`config.mk`:
```
export PLATFORM = sky130hd
export DESIGN_NAME = serial_read_request_generator
export DESIGN_NICKNAME = d
export VERILOG_FILES = /design/src/rtl/serial_read_request_generator.sv
export SDC_FILE = /design/constraint.sdc
export NUM_CORES = 2
export LEC_CHECK = 0
export BUFFER_PORTS_ARGS = -buffer_cell sky130_fd_sc_hd__buf_2
export CELL_PAD_IN_SITES_DETAIL_PLACEMENT = 0
export CELL_PAD_IN_SITES_GLOBAL_PLACEMENT = 1
export CORE_MARGIN = 2
export CORE_UTILIZATION = 25
export CTS_BUF_LIST = sky130_fd_sc_hd__clkbuf_8
export CTS_CLUSTER_SIZE = 10
export DETAILED_ROUTE_END_ITERATION = 10
export PLACE_DENSITY = 0.51
export SLEW_MARGIN = 20
export SYNTH_ARGS = -nofsm -noshare
export SYNTH_HDL_FRONTEND = slang
export SYNTH_SLANG_ARGS = --single-unit
```
`constraint.sdc`:
```
create_clock -name ap_clk -period 9.5 [get_ports ap_clk]
set_input_delay 0.95 -clock ap_clk [delete_from_list [all_inputs] [get_ports ap_clk]]
set_output_delay 0.95 -clock ap_clk [all_outputs]
set_load 0.02 [all_outputs]
```
`src/rtl/serial_read_request_generator.sv`:
```
// serial_read_request_generator: turns one {base, stride, count} read job
// into a buffered stream of sequential requests with a done pulse.
//   ap_clk/areset        : clock, synchronous active-high reset
//   start_in, cfg_*      : job start and job parameters (taken in IDLE only)
//   req_valid/req_ready  : output handshake, head fields req_addr/seq/last
//   req_engine_id        : constant ENGINE_ID tag
//   busy_out, done_out   : job status; fifo_count_out: FIFO occupancy
module serial_read_request_generator #(
  parameter int ADDR_WIDTH = 64,
  parameter int ENGINE_ID  = 0,
  parameter int FIFO_DEPTH = 16
) (
  input  logic                          ap_clk,
  input  logic                          areset,
  input  logic                          start_in,
  input  logic [ADDR_WIDTH-1:0]         cfg_base_addr,
  input  logic [15:0]                   cfg_stride,
  input  logic [31:0]                   cfg_count,
  output logic                          req_valid,
  input  logic                          req_ready,
  output logic [ADDR_WIDTH-1:0]         req_addr,
  output logic [31:0]                   req_seq,
  output logic                          req_last,
  output logic [7:0]                    req_engine_id,
  output logic                          busy_out,
  output logic                          done_out,
  output logic [$clog2(FIFO_DEPTH):0]   fifo_count_out
);

  localparam int PW = $clog2(FIFO_DEPTH);
  localparam int CW = PW + 1;

  typedef enum logic [1:0] {
    IDLE,
    GEN,
    DRAIN,
    DONE
  } state_t;

  state_t state_q;
  state_t state_d;

  logic [ADDR_WIDTH-1:0] addr_q;
  logic [ADDR_WIDTH-1:0] stride_ext;
  logic [15:0]           stride_q;
  logic [31:0]           count_q;
  logic [31:0]           idx_q;

  logic [PW-1:0] wr_ptr_q;
  logic [PW-1:0] rd_ptr_q;
  logic [CW-1:0] occ_q;
  logic [CW-1:0] occ_d;

  logic [ADDR_WIDTH-1:0] mem_addr [FIFO_DEPTH];
  logic [31:0]           mem_seq  [FIFO_DEPTH];
  logic                  mem_last [FIFO_DEPTH];

  logic push;
  logic pop;
  logic is_last;
  logic fifo_full;
  logic start_acc;

  assign stride_ext = ADDR_WIDTH'(stride_q);
  assign is_last    = (idx_q == (count_q - 32'd1));
  // Full test uses registered occupancy only: a same-cycle pop
  // never frees a slot for a push.
  assign fifo_full  = (occ_q == CW'(FIFO_DEPTH));
  assign start_acc  = (state_q == IDLE) && start_in;

  assign req_valid = (occ_q != '0);
  assign pop       = req_valid && req_ready;
  assign occ_d     = occ_q + CW'(push) - CW'(pop);

  always_comb begin
    state_d = state_q;
    push    = 1'b0;
    unique case (state_q)
      IDLE: begin
        if (start_in) begin
          state_d = (cfg_count != 32'd0) ? GEN : DONE;
        end
      end
      GEN: begin
        push = !fifo_full;
        if (push && is_last) begin
          state_d = DRAIN;
        end
      end
      DRAIN: begin
        // Look at next occupancy so done follows the last pop by one cycle.
        if (occ_d == '0) begin
          state_d = DONE;
        end
      end
      DONE: begin
        state_d = IDLE;
      end
      default: begin
        state_d = IDLE;
      end
    endcase
  end

  always_ff @(posedge ap_clk) begin
    if (areset) begin
      state_q  <= IDLE;
      addr_q   <= '0;
      stride_q <= '0;
      count_q  <= '0;
      idx_q    <= '0;
      wr_ptr_q <= '0;
      rd_ptr_q <= '0;
      occ_q    <= '0;
    end else begin
      state_q <= state_d;
      occ_q   <= occ_d;
      if (start_acc) begin
        addr_q   <= cfg_base_addr;
        stride_q <= cfg_stride;
        count_q  <= cfg_count;
        idx_q    <= '0;
      end else if (push) begin
        addr_q <= addr_q + stride_ext;
        if (!is_last) begin
          idx_q <= idx_q + 32'd1;
        end
      end
      if (push) begin
        wr_ptr_q <= wr_ptr_q + PW'(1);
      end
      if (pop) begin
        rd_ptr_q <= rd_ptr_q + PW'(1);
      end
    end
  end

  // Storage is not reset; empty-FIFO outputs are forced to zero below.
  always_ff @(posedge ap_clk) begin
    if (push) begin
      mem_addr[wr_ptr_q] <= addr_q;
      mem_seq[wr_ptr_q]  <= idx_q;
      mem_last[wr_ptr_q] <= is_last;
    end
  end

  assign req_addr       = req_valid ? mem_addr[rd_ptr_q] : '0;
  assign req_seq        = req_valid ? mem_seq[rd_ptr_q]  : '0;
  assign req_last       = req_valid ? mem_last[rd_ptr_q] : 1'b0;
  assign req_engine_id  = 8'(ENGINE_ID);
  assign busy_out       = (state_q != IDLE);
  assign done_out       = (state_q == DONE);
  assign fifo_count_out = occ_q;

endmodule

```
==> run summary <==
Num CTS Buffers: 295
Final Non-Filler Cells: 7747
Layout cells sized above 1: 0.283
WP buf/inv: 3
Routability Congestion: 0.750
Resized Gates After CTS: 0
Final count of pins violating max slew: 0
CTS Sinks: 1715
WHS: 0.221 ns
Total power draw: 20.6 mW
Slowest cell on crit path: dfxtp_4
Largest family of logic cells by synthesized area: multiplexers
Utilization after layout: 0.291
Multi-input gate area: 17900 um^2
P_leak: 25.2 nW
Compound-cell area share of the yosys netlist: 0.0253
Unique masters post-synth: 71
Synth Area in XOR/XNOR: 0.0150
RSZ-0062 raised after global routing: no
Total placed cells including tap cells: 7235
Worst-margin pin slew: 1.19 ns
FFs w/ async S/R, synth: 0
Max-slew headroom: 0.207
Sequential area share after synthesis: 0.728
Outcome: finished clean
Yosys reg bits: 1715
Total GRT Usage: 0.144
Core Rows: 192
Mapped Area: 68500 um^2
Vias in the first global route: 37200
Crit-path cells: buf_4 -> buf_12 -> mux4_2 -> mux4_2 -> and2_1 -> buf_2
Root buf cell: clkbuf_8
Layout area overhead: 15.9%
Top cell by count, worst path: mux4_2
Fmax: 179 MHz
I/O pins: 229
Element type at the critical path end: output pin
Final Cycle Share: 0.587
Most common library cells after synthesis: edfxtp_1, mux4_2, nand2_1
First-pass GRT wire length: 285000 um
Crit path DAT: 4.63 ns
Initial Util: 0.251
WHS Path Cells: 3
Worst EP required: 8.55 ns
Initial antenna violation count: 28
Critical path class: reg2out
EDFF count, synth: 1552
Final setup viols: 0
Largest stage delay on the critical path: 0.74 ns
CTS tree: yes
Largest cells by area after synthesis: edfxtp_1, mux4_2, dfxtp_1
WP depth: 6
Ys flop type: edfxtp_1
Maximum VDD drop: 192 uV
Avg Inst Size Synth: 19.3 um^2
YS warnings: 0
Clock tree buffer depth: 4
Die Ht: 528 um
IO buf count: 220
Delay-heaviest family, CP: buffers and inverters
H-tree depth: 5
Setup slack, reg-to-reg: 4.94 ns
Global route overflow: 0
Final Hold Viols: 0
Worst-path fanout max: 90
Most numerous cell in the Yosys netlist: edfxtp_1
Clock Skew: 0.0608 ns
Cells on worst reg2reg path: 11
Multiplexer share of the synthesized area: 0.160
Hold WC Path Type: in2reg
Postcts setup bufs: 0
Die ar.: 278000 um^2
WL final: 203000 um
Reg clk slew, reported paths: 0.06 ns
Routed Antenna Nets: 0
Dpl hpwl: 114000 um
Synth Area in Simple Gates: 0.0512
Die Wd: 528 um
Top-area cell type share of the netlist area: 0.680
Post-Synth Adder-Cell Area: 0.00679
Post-DR vias/cell: 4.63
Vias: 35900
Wire per inst: 26.2 um
Fill count: 26900
Worst-Skew Late Latency: 0.99 ns
Cell Pwr Density: 259 nW/um^2
Hold Buf Count CTS: 0
Initial DRC count: 3093
Core region area: 273000 um^2
# nets final: 4095
Register Area: 49900 um^2
Maxcap violations: 0
DRT Pass-1 Iters: 5
Fin crit period: 5.58 ns
Largest net degree at the start of global routing: 146
TNS Setup: 0 ns
Drt drc: 0
Startpoint types: flop
Synth Instances: 3545
Largest area contributor in the netlist: edfxtp_1
==> report_power, final <==
| group | leakage, nW | switching [mW] | internal (mW) |
|---|---|---|---|
| sequential | 15.7 | 0.561 | 8.88 |
| combinational | 6.40 | 2.87 | 2.09 |
| clock | 3.10 | 2.97 | 3.21 |
==> layout by cell type (no fill, tap or decap), types with 7 or more instances in the layout <==
master      count
a211oi_1       61
a21o_1          8
a21oi_1        88
a311oi_1       16
and2_1        107
and3_1         25
and4_1         14
buf_12          7
buf_2         219
buf_4          76
bufinv_16       7
clkbuf_8      313
clkinv_1       37
clkinv_2       22
clkinvlp_4      7
conb_1          8
dfxtp_1       158
diode_2        13
edfxtp_1     1552
ha_1           34
inv_1         147
mux4_2        485
nand2_1       193
nand2b_1       10
nand3_1        42
nand4_1        38
nor2_1        126
nor2_4         12
nor3_1         27
nor4_1         26
o211ai_1        9
o21ai_0        22
or3_1          18
or4_1          15
xnor2_1        62
xor2_1         55
==> per-layer routing <==
metal  up-vias  global-route usage  wire (um)
met3       369              0.0286      10300
met4         0              0.0395       5150
met5         -                   0          0
met2      1012               0.232      96400
met1     19200               0.195      91200
li1      15300                   -          -
==> cell type report <==
cell class,instances,share of cell area
Antenna cell,13,0.000409
Clock buffer,313,0.0542
Clock inverter,186,0.0118
Inverter,34,0.00161
Multi-Input combinational cell,1594,0.225
Sequential cell,1715,0.628
Tap cell,3589,0.0565
Timing Repair Buffer,303,0.0229
==> state kept, by name (all words and copies together) (netlist names), named ones only <==
name and count:
mem_addr 1024, mem_seq 512, addr_q 64, count_q 32
idx_q 32, mem_last 16, stride_q 16, fifo_count_out 5
rd_ptr_q 4, wr_ptr_q 4, state_q 2
==> worst min-delay path, stage by stage <==
cell and delay, ns:
buf_2 0.11, nand2_1 0.05, a21oi_1 0.05
==> metrics by stage <==
stage                     area (um^2)  setup WS [ns]
after floorplan                 68600          0.101
after global placement          74200           4.79
after detailed placement        74200           4.77
after CTS                       79400           3.69
after global routing            79500           3.50
final                           79500           3.92
==> kinds of logic (layout without fill, tap and decap cells) <==
logic type	after synthesis	after routing
DFF	1715	1715
xor gates and xnor gates	117	117
buffers and inverters	243	836
adders and majority gates	36	36
muxes	489	489
and+or+nand+nor	689	689
AOI/OAI and AO/OA	255	255
other	1	21
==> worst paths after layout <==
check                startpoint            to
setup / recovery           flop  req_addr[25]
hold / removal    cfg_count[25]   count_q[25]
setup reg to reg     count_q[0]     idx_q[15]
hold reg to reg     stride_q[0]   stride_q[0]
No activity file was read; power rests on OpenSTA's default activity.
